[src/rtl/post_proc_sequencer.sv]
// Output mux sequencer choosing between the activation and 2x2/stride-2 pooling paths.
// Define POST_PROC_PERF_EN to add the stall_cnt/out_cnt performance counters.
module post_proc_sequencer #(
    parameter int unsigned DIM_W      = 8,
    parameter logic        ACTIVATION = 1'b0,
    parameter logic        POOLING    = 1'b1
) (
    input  logic             clk,
    input  logic             rst,
    input  logic             start,
    input  logic             cfg_pool_en,
    input  logic [DIM_W-1:0] cfg_width,
    input  logic [DIM_W-1:0] cfg_height,
    input  logic             in_valid,
    output logic             in_ready,
    output logic             out_valid,
    input  logic             out_ready,
    output logic             sel,
    output logic             pool_wr,
    output logic             pool_emit,
    output logic             busy,
    output logic             done
`ifdef POST_PROC_PERF_EN
    ,
    output logic [31:0]          stall_cnt,
    output logic [2*DIM_W-1:0]   out_cnt
`endif
);

    typedef enum logic [1:0] {
        IDLE   = 2'd0,
        BYPASS = 2'd1,
        POOL   = 2'd2,
        FINISH = 2'd3
    } state_t;

    state_t           state_q, state_d;
    logic [DIM_W-1:0] row_q, col_q, width_q, height_q;
    logic [DIM_W-1:0] width_even, height_even;
    logic             cfg_load, accept, in_region, emit, col_end, last;

    // Pooling windows only cover the even-cropped part of the frame.
    assign width_even  = {width_q[DIM_W-1:1], 1'b0};
    assign height_even = {height_q[DIM_W-1:1], 1'b0};
    assign in_region   = (col_q < width_even) && (row_q < height_even);
    assign emit        = in_region && row_q[0] && col_q[0];
    assign col_end     = (col_q == width_q - DIM_W'(1));
    assign last        = col_end && (row_q == height_q - DIM_W'(1));

    // Next-state and handshake gating.
    always_comb begin
        state_d   = state_q;
        in_ready  = 1'b0;
        out_valid = 1'b0;
        pool_wr   = 1'b0;
        pool_emit = 1'b0;
        cfg_load  = 1'b0;
        accept    = 1'b0;
        case (state_q)
            IDLE: begin
                if (start) begin
                    cfg_load = 1'b1;
                    if (cfg_width == '0 || cfg_height == '0) state_d = FINISH;
                    else if (cfg_pool_en)                    state_d = POOL;
                    else                                     state_d = BYPASS;
                end
            end
            BYPASS: begin
                out_valid = in_valid;
                in_ready  = out_ready;
                accept    = in_valid && out_ready;
                if (accept && last) state_d = FINISH;
            end
            POOL: begin
                if (emit) begin
                    out_valid = in_valid;
                    in_ready  = out_ready;
                    pool_emit = in_valid;
                end else begin
                    in_ready  = 1'b1;
                end
                accept  = in_valid && in_ready;
                pool_wr = accept && in_region;
                if (accept && last) state_d = FINISH;
            end
            FINISH: state_d = IDLE;
            default: state_d = IDLE;
        endcase
    end

    always_ff @(posedge clk or posedge rst) begin
        if (rst) begin
            state_q  <= IDLE;
            row_q    <= '0;
            col_q    <= '0;
            width_q  <= '0;
            height_q <= '0;
            sel      <= ACTIVATION;
            busy     <= 1'b0;
            done     <= 1'b0;
        end else begin
            state_q <= state_d;
            sel     <= (state_d == POOL) ? POOLING : ACTIVATION;
            busy    <= (state_d != IDLE);
            done    <= (state_d == FINISH);
            if (cfg_load) begin
                width_q  <= cfg_width;
                height_q <= cfg_height;
                row_q    <= '0;
                col_q    <= '0;
            end else if (accept) begin
                if (col_end) begin
                    col_q <= '0;
                    row_q <= row_q + DIM_W'(1);
                end else begin
                    col_q <= col_q + DIM_W'(1);
                end
            end
        end
    end

`ifdef POST_PROC_PERF_EN
    // Counters clear on frame start and hold after done.
    always_ff @(posedge clk or posedge rst) begin
        if (rst) begin
            stall_cnt <= '0;
            out_cnt   <= '0;
        end else if (cfg_load) begin
            stall_cnt <= '0;
            out_cnt   <= '0;
        end else begin
            if (busy && out_valid && !out_ready) stall_cnt <= stall_cnt + 32'd1;
            if (out_valid && out_ready)          out_cnt   <= out_cnt + (2*DIM_W)'(1);
        end
    end
`endif

endmodule

[config.mk]
export PLATFORM = sky130hd
export DESIGN_NAME = post_proc_sequencer
export DESIGN_NICKNAME = d
export VERILOG_FILES = /design/src/rtl/post_proc_sequencer.sv
export SDC_FILE = /design/constraint.sdc
export NUM_CORES = 1
export LEC_CHECK = 0
export ABC_AREA = 1
export ABC_CLOCK_PERIOD_IN_PS = 2450
export CELL_PAD_IN_SITES_DETAIL_PLACEMENT = 1
export CELL_PAD_IN_SITES_GLOBAL_PLACEMENT = 2
export CORE_MARGIN = 3
export CORE_UTILIZATION = 32
export CTS_CLUSTER_DIAMETER = 40
export CTS_CLUSTER_SIZE = 40
export DETAILED_ROUTE_END_ITERATION = 8
export PLACE_DENSITY = 0.77
export SYNTH_ARGS = -nofsm -noshare
export SYNTH_HDL_FRONTEND = slang
export SYNTH_SLANG_ARGS = --single-unit
[constraint.sdc]
create_clock -name clk -period 2.45 [get_ports clk]
set_input_delay 0.49 -clock clk [delete_from_list [all_inputs] [get_ports clk]]
set_output_delay 0.49 -clock clk [all_outputs]
set_load 0.03 [all_outputs]
# [After elaboration in Yosys (flattened, before gate mapping)]
# Index checks and enable logic that the tools add are counted.
[word_totals] reg_bits=37 inputBits=22 wordCells=61
[op_classes] n_addsub=4 magnitude_cmp=2 n_eq_ne=7 mux=23 n_reduce_logical=17
[op_table] cell="$mux 8" count=6
[op_table] cell="$add 8x1->8 const B" count=2
[op_table] cell="$eq 8x8->1" count=2
[op_table] cell="$logic_not 8->1" count=2
[op_table] cell="$lt 8x8->1" count=2
[op_table] cell="$sub 8x1->8 const B" count=2
[op_table] cell="$mux 2" count=5
[op_table] cell="$logic_and 1x1->1" count=9
[op_table] cell="$eq 2x2->1 const B" count=4
[op_table] cell="$mux 1" count=8
[op_table] cell="$pmux 2 s4" count=1
[op_table] cell="$pmux 1 s2" count=3
[op_table] cell="$reduce_bool 2->1" count=3
[op_table] cell="$eq 2x1->1 const B" count=1
[op_table] cell="$logic_not 2->1" count=1
[op_table] cell="$reduce_and 2->1" count=1
[op_table] cell="$logic_or 1x1->1" count=1

# [Logic depth before layout (Yosys ltp)]
# Gate-level depths: netlist (run 1).
[logic_depth] depth_word=12 depth_mapped=16 depth_no_buf=16

# [Worst setup path before layout (run 1)]
# No wires, ideal clock.
[synth_timing] kind="register to output" start="reg width_q[3]" end="out out_valid" arrival_time_ns=2.066 t_required_ns=1.960 setup_slack_ns=-0.106 path_stages_with_launch=10 path_cell_list="dfrtp_1 > inv_1 > ha_1 > a21oi_1 > nand2_1 > nand2_1 > nand2_1 > nor3_1 > nand3_1 > a21boi_0"
[synth_via] elab_chain_cells=6
[synth_rtl] item="start, declared" line="38" source="logic [DIM_W-1:0] row_q, col_q, width_q, height_q;"
[synth_rtl] item="start signal, assigned" line="107" source="width_q <= cfg_width;"
[synth_rtl] item="$lt 8x8->1" line="45" source="assign in_region = (col_q < width_even) && (row_q < height_even);"
[synth_rtl] item="$logic_and 1x1->1" line="45"
[synth_rtl] item="$logic_and 1x1->1 (2 in a row)" line="46" source="assign emit = in_region && row_q[0] && col_q[0];"
[synth_rtl] item="$mux 1" line="75" source="if (emit) begin"
[synth_rtl] item="$pmux 1 s2" line="59" source="case (state_q)"
[synth_rtl] item="end, declared" line="16" source="output logic out_valid,"
# No other way between the ends.

# [Worst setup path after layout (run 1)]
[layout_timing] start="reg col_q[2]" end="out out_valid"
[layout_via] elab_chain_cells=6
[layout_rtl] item="start, declared" line="38"
[layout_rtl] item="start signal, assigned" line="116" source="col_q <= col_q + DIM_W'(1);"
[layout_rtl] item="$lt 8x8->1" line="45"
[layout_rtl] item="$logic_and 1x1->1" line="45"
[layout_rtl] item="$logic_and 1x1->1 (2 in a row)" line="46"
[layout_rtl] item="$mux 1" line="75"
[layout_rtl] item="$pmux 1 s2" line="59"
# No other way between the ends.

==> run_results.csv, run 1 <==
group,metric,value,unit
placed_design,place_congestion,0.797,
grt,overflow,0,
cells_and_area,fillers,1067,
sta,rsz0062_at_grt,"yes",
cells_and_area,syn2layout_area_growth,31.1,%
cells_and_area,nNetsFinal,510,
grt,grtUsageTotal,0.183,
worst_setup_path,critPathKind,"register to primary output",
sta,tightest_slew,0.512,ns
placed_design,port_buffers,28,
cts,clock_sinks,37,
cells_and_area,drive_gt1_frac,0.179,
yosys,syn-num-nets,447,
worst_setup_path,path_cells,"ha_1 > nand3_1 > nand2_1 > nand2_1 > nand2_1 > nor3_4 > nand3_2 > a21boi_2 > buf_6",
floorplanning,fp.dieH,99.8,um
cts,h-tree-depth,2,
floorplanning,chipWidth,99.8,um
cells_and_area,register_area,927,sq um
sta,hold_violations,0,
worst_setup_path,path_delay_family,"simple AND/OR/NAND/NOR gates",
yosys,yosysSeqAreaShare,0.329,
floorplanning,core,8380,sq um
placed_design,placed_cells,552,
sta,fmax,401,MHz
yosys,syn_area_per_cell,6.95,sq um
placed_design,dpl_cell_area,3340,sq um
drt,drc,0,
drt,num_vias,2735,
sta,maxSlewViolCount,0,
worst_setup_path,crit_path_max_fanout,2,
drt,wl_per_cell,15.0,um
pwr,powerDensity,1240,nW/um^2
floorplanning,start_util,0.336,
cts,path_clk_slew,0.09,ns
yosys,synth_seq_cells,37,
sta,fin_worst_skew,0.00596,ns
sta,fin_ws,-0.0448,ns
worst_setup_path,cpMostUsedCell,"nand2_1",
sta,slew_headroom,0.659,
sta,setup_viol,2,
worst_setup_path,critical_path_required,1.96,ns
worst_setup_path,start_kind,"register",
drt,dr.pass1.iters,4,
placed_design,dp_hpwl,6.81,mm
pwr,vdd_drop_max,0.000439,V
sta,period_minus_slack,2.49,ns
floorplanning,fp-row-count,33,
run_status,violations,"negative setup slack",
worst_setup_path,critical-path-max-stage-delay,0.42,ns
floorplanning,die_area,9960,sq um
worst_setup_path,crit_path_top_delay_cell,"dfrtp_1",
drt,drtIter0Drc,105,
cells_and_area,multi_input_area,1740,sq um
yosys,syn_inst,405,
cts,clkLatencyLatePin,0.30,ns
worst_hold_path,hold_class,"register to register",
pwr,p_leak,1.81,nW
worst_setup_path,cp-end-kind,"primary output",
cts,postCtsHoldBufs,0,
yosys,ys_warn_count,0,
cts,cts_tree,"built",
run_status,run_status,"finished with violations",
grt,grt_start_max_net_pins,38,
cells_and_area,instances_no_fill,574,
worst_setup_path,cp.arrival,2.00,ns
drt,vias_per_cell,4.76,
cts,cts-buffers-inserted,5,
floorplanning,pin_count,29,
cts,cts_buffer_depth,2,
flow_run,maxCapViolCount,0,
cells_and_area,fin_area,3690,sq um
grt,grt_pass1_vias,2897,
drt,postRouteAntennaNets,0,
sta,min_period_over_period,1.02,
grt,grt_pass1_wl,14.5,mm
drt,routed_wl,8.61,mm
grt,antenna_found_initial,0,
cells_and_area,n_antenna_cell,0,
yosys,ys_types,35,
cts,root_buffer,"clkbuf_8",
worst_setup_path,cp_num_buf_inv,1,
yosys,syn_area,2820,sq um
==> worst paths after layout <==
| check | startpoint | endpoint | slack [ns] | depth (start not counted) |
|---|---|---|---|---|
| worst max-delay path | col_q[2]$_DFFE_PP0P_ | out_valid | -0.04 | 9 |
| worst min-delay path | width_q[7]$_DFFE_PP0P_ | width_q[7]$_DFFE_PP0P_ | 0.59 | 2 |
| max in group asynchronous | rst | width_q[5]$_DFFE_PP0P_ | 1.46 | 3 |
| worst min register to register | width_q[7]$_DFFE_PP0P_ | width_q[7]$_DFFE_PP0P_ | 0.59 | 2 |
| worst max register to register | col_q[5]$_DFFE_PP0P_ | row_q[0]$_DFFE_PP0P_ | 0.26 | 12 |
| min in group asynchronous | rst | busy$_DFF_PP0_ | 0.61 | 3 |
==> cell usage after synthesis (all sizes together) <==
cell / count / area [sq um]
ha: 20 / 250
o31ai: 6 / 45.0
nand3: 36 / 185
nand4: 5 / 31.3
o21a: 1 / 7.51
or2: 2 / 12.5
inv: 61 / 234
nor2: 45 / 179
o41ai: 1 / 8.76
dfrtp: 37 / 926
a21oi: 10 / 61.3
nor4: 2 / 12.5
nor3: 4 / 20.0
nor3b: 1 / 7.51
a21boi: 1 / 7.51
nand2: 121 / 488
o21ai: 26 / 130
clkbuf: 4 / 15.0
xnor2: 4 / 35.0
buf: 1 / 5.00
a22oi: 1 / 7.51
xor2: 15 / 139
nand3b: 1 / 7.51
==> flip-flops by register name, indices dropped and copies added, names as in the netlist <==
name / count
busy: 1
sel: 1
state_q: 2
row_q: 8
height_q: 8
done: 1
width_q: 8
col_q: 8
==> layout make-up <==
class                   instances  area share
multi-input cells             302       0.471
flip-flops and latches         37       0.251
repair buffers                 61       0.142
inverters                      61      0.0634
well taps                     105      0.0356
clock buffers                   5      0.0187
clock inverters                 3      0.0176
==> per-stage QoR <==
| step | util | setup WS [ns] | power (mW) | TNS, ns | hold WS (ns) |
|---|---|---|---|---|---|
| 3_3_place_gp | 0.398 | 0.161 | 3.59 | 0 | 0.561 |
| 5_1_grt | 0.440 | -0.214 | 5.08 | -0.524 | 0.621 |
| 3_5_place_dp | 0.398 | 0.0240 | 3.67 | 0 | 0.573 |
| 6_report | 0.440 | -0.0448 | 4.59 | -0.0678 | 0.593 |
| 4_1_cts | 0.431 | -0.0668 | 4.52 | -0.0668 | 0.600 |
| 2_1_floorplan | - | 0.125 | 2.81 | 0 | 0.475 |
==> power breakdown <==
group / internal [mW] / total, mW / switching (mW)
logic: 1.13 / 2.86 / 1.73
clock network: 0.405 / 0.659 / 0.253
registers: 0.854 / 1.07 / 0.213
==> worst register-to-register path, delay by kind of cell, from the launching register on <==
family	cells	cell delay (ns)
flip-flops	1	0.43
AO/OA/AOI/OAI	2	0.25
adder cells (fa/ha/maj)	1	0.33
buffers and inverters	1	0.06
AND/OR/NAND/NOR	8	1.01
==> repair_timing <==
item | 4_1_cts | 5_1_grt
pin swaps | 10 | 8
resized for setup | 12 | 12
endpoints found under the setup margin | 3 | 6
setup buffers | 12 | 2
gates cloned | 0 | 0
==> cells in the final DEF (no fill, tap or decap), types with 6 or more instances in the layout <==
cell type	instances
inv_2	11
nand3_1	34
ha_4	6
a21oi_1	7
ha_1	14
nor2_1	41
dfrtp_1	36
o21ai_0	22
nand2_1	114
inv_1	49
o31ai_1	6
buf_4	35
xor2_1	14
clkdlybuf4s50_1	24
==> metal layers <==
metal  track usage  part of all wire
met1         0.270              0.52
met2         0.286              0.45
met3        0.0257             0.023
met4        0.0368            0.0072
met5             0                 0
==> logic make-up (layout without fill, tap and decap cells) <==
| kind of cell | count (synthesis) | after routing | synth area share |
|---|---|---|---|
| adders and majority gates | 20 | 20 | 0.0889 |
| buffers and inverters | 66 | 130 | 0.0902 |
| DFF | 37 | 37 | 0.329 |
| and+or+nand+nor | 217 | 217 | 0.335 |
| AOI/OAI and AO/OA | 46 | 46 | 0.0951 |
| xor gates and xnor gates | 19 | 19 | 0.0618 |
(Power assumes the default switching activity.)
==> inputs of run 2 (changes only) <==
--- a/config.mk
+++ b/config.mk
@@ -11,7 +11,7 @@
 export CELL_PAD_IN_SITES_GLOBAL_PLACEMENT = 2
 export CORE_MARGIN = 3
 export CORE_UTILIZATION = 32
-export CTS_CLUSTER_DIAMETER = 40
+export CTS_CLUSTER_DIAMETER = 60
 export CTS_CLUSTER_SIZE = 40
 export DETAILED_ROUTE_END_ITERATION = 8
 export PLACE_DENSITY = 0.77
==> results of run 2 <==
Final layout, timing and power as in run 1 (identical DEF).
==> inputs of run 3 (changes only) <==
--- a/config.mk
+++ b/config.mk
@@ -9,6 +9,7 @@
 export ABC_CLOCK_PERIOD_IN_PS = 2450
 export CELL_PAD_IN_SITES_DETAIL_PLACEMENT = 1
 export CELL_PAD_IN_SITES_GLOBAL_PLACEMENT = 2
+export CORE_ASPECT_RATIO = 1.75
 export CORE_MARGIN = 3
 export CORE_UTILIZATION = 32
 export CTS_CLUSTER_DIAMETER = 60
==> run 3 against run 2 <==
The flow now finishes without violations. Total power is 3.5% higher. Via count is 4.4% higher. Clock skew is 0.0016 ns lower. Sequential share of layout area is 0.50 points lower. Highest routed layer unchanged. Combinational power is 5% higher. Maximum frequency is 3.6% higher. Largest cell class unchanged. Die area is 0.44% higher. Critical path type unchanged. Sequential power hardly changed.
==> run_results.csv, run 3 (synthesis gave the netlist of run 1 again) <==
group,metric,value,unit
grt,grt_pass1_wl,14.8,mm
worst_hold_path,min_to,"height_q[1]$_DFFE_PP0P_",
placed_design,place_congestion,0.868,
worst_hold_path,min_from,"height_q[1]$_DFFE_PP0P_",
worst_setup_path,crit_path_top_delay_cell,"dfrtp_2",
sta,hold_violations,0,
sta,fmax,415,MHz
floorplanning,fp.dieH,130,um
worst_setup_path,critical_path_required,1.96,ns
cells_and_area,n_antenna_cell,0,
pwr,p_leak,1.83,nW
grt,grt_pass1_vias,3038,
sta,maxSlewViolCount,0,
grt,grt_start_max_net_pins,38,
worst_setup_path,path_delay_family,"simple AND/OR/NAND/NOR gates",
drt,drtIter0Drc,58,
grt,grtUsageTotal,0.194,
cts,h-tree-depth,2,
sta,setup_viol,0,
cts,cts-buffers-inserted,5,
worst_setup_path,rr_endpoint,"col_q[7]$_DFFE_PP0P_",
placed_design,port_buffers,28,
drt,drc,0,
cts,clock_sinks,37,
worst_setup_path,cp-end-kind,"primary output",
drt,vias_per_cell,4.86,
cells_and_area,nNetsFinal,514,
drt,num_vias,2854,
flow_run,maxCapViolCount,0,
worst_setup_path,timing.rr.start,"col_q[7]$_DFFE_PP0P_",
floorplanning,die_area,10000,sq um
worst_setup_path,critPathKind,"register to primary output",
worst_setup_path,ff2ff_path_depth,12,
cells_and_area,final_common_cell,"nand2_1",
sta,fin_worst_skew,0.00439,ns
sta,rsz0062_at_grt,"yes",
cts,root_buffer,"clkbuf_16",
worst_setup_path,path_cells,"ha_4 > nand2_1 > nand3_1 > nor2_1 > nand2_2 > nor3_4 > nand3_2 > a21boi_2 > buf_6",
sta,tightest_slew,0.517,ns
cells_and_area,layout.cells.most_common_list,"nand2_1, inv_1, nor2_1",
drt,wl_per_cell,15.9,um
worst_setup_path,start_kind,"register",
cells_and_area,drive_gt1_frac,0.212,
sta,holdWs,0.603,ns
cells_and_area,syn2layout_area_growth,34.6,%
cts,clkLatencyLatePin,0.29,ns
worst_hold_path,whs_path_depth,2,
drt,postRouteAntennaNets,0,
worst_setup_path,cp.depth,9,
floorplanning,pin_count,29,
cts,postCtsHoldBufs,0,
worst_setup_path,cp.arrival,1.92,ns
sta,period_minus_slack,2.41,ns
run_status,run_status,"finished, final reports clean",
worst_hold_path,hold_class,"register to register",
sta,slew_headroom,0.655,
placed_design,dp_hpwl,7.35,mm
floorplanning,chipWidth,76.9,um
worst_setup_path,critical-path-max-stage-delay,0.44,ns
grt,antenna_found_initial,0,
pwr,p_total,4.75,mW
cts,cts_buffer_depth,2,
pwr,powerDensity,1250,nW/um^2
pwr,vdd_drop_max,0.000541,V
sta,min_period_over_period,0.983,
drt,routed_wl,9.31,mm
worst_setup_path,rrSetupSlack,0.24,ns
floorplanning,core,8420,sq um
floorplanning,fp-row-count,44,
cts,path_clk_slew,0.06,ns
grt,overflow,0,
drt,dr.pass1.iters,4,
floorplanning,start_util,0.334,
worst_setup_path,cp_num_buf_inv,1,
worst_setup_path,crit_path_max_fanout,3,
cts,cts_tree,"built",
run 3: per-stage QoR:
step                instance area [sq um]  setup slack, ns  setup TNS [ns]  std cells  utilization
floorplan                            2820            0.125               0        405            -
global placement                     3360            0.161               0        563        0.399
detailed placement                   3360            0.109               0        563        0.399
CTS                                  3670         -0.00645        -0.00645        582        0.436
global route                         3790          -0.0817          -0.146        587        0.450
finish                               3790           0.0413               0        587        0.450
run 3: worst max-delay path by stage:
stage	startpoint	endpoint	slack [ns]
6_report	col_q[7]$_DFFE_PP0P_	out_valid	0.04
2_1_floorplan	width_q[3]$_DFFE_PP0P_	out_valid	0.12
3_3_place_gp	height_q[3]$_DFFE_PP0P_	out_valid	0.16
3_5_place_dp	height_q[3]$_DFFE_PP0P_	out_valid	0.11
4_1_cts	row_q[5]$_DFFE_PP0P_	out_valid	-0.006
5_1_grt	width_q[7]$_DFFE_PP0P_	out_valid	-0.08
run 3: cell type report:
type	count	area, sq um
Timing Repair Buffer	65	552
Sequential cell	37	933
Clock buffer	7	143
Multi-Input combinational cell	302	1780
Tap cell	115	144
Inverter	61	234
Fill cell	1062	4630
run 3: tightest hold or removal path, stage by stage (launching register included):
cell and delay [ns]:
dfrtp_1 0.39, inv_1 0.08, o21ai_0 0.08
run 3: timing repair:
item	4_1_cts	5_1_grt
setup buffers	12	5
gates resized for setup	16	21
setup endpoints to repair	3	7
pin swaps	10	7
run 3: per-layer routing:
layer  share of wire  wire [um]  GRT usage  vias to the layer above
met5               0          0          0                        -
met4           0.051        475      0.120                        0
met3           0.014        133     0.0269                       26
met2            0.59       5500      0.392                       41
met1            0.34       3200      0.179                     1368
li1                -          -          -                     1419
run 3: power breakdown:
part | switching (mW) | internal (mW)
registers | 0.224 | 0.862
clock network | 0.256 | 0.400
logic | 1.79 | 1.22
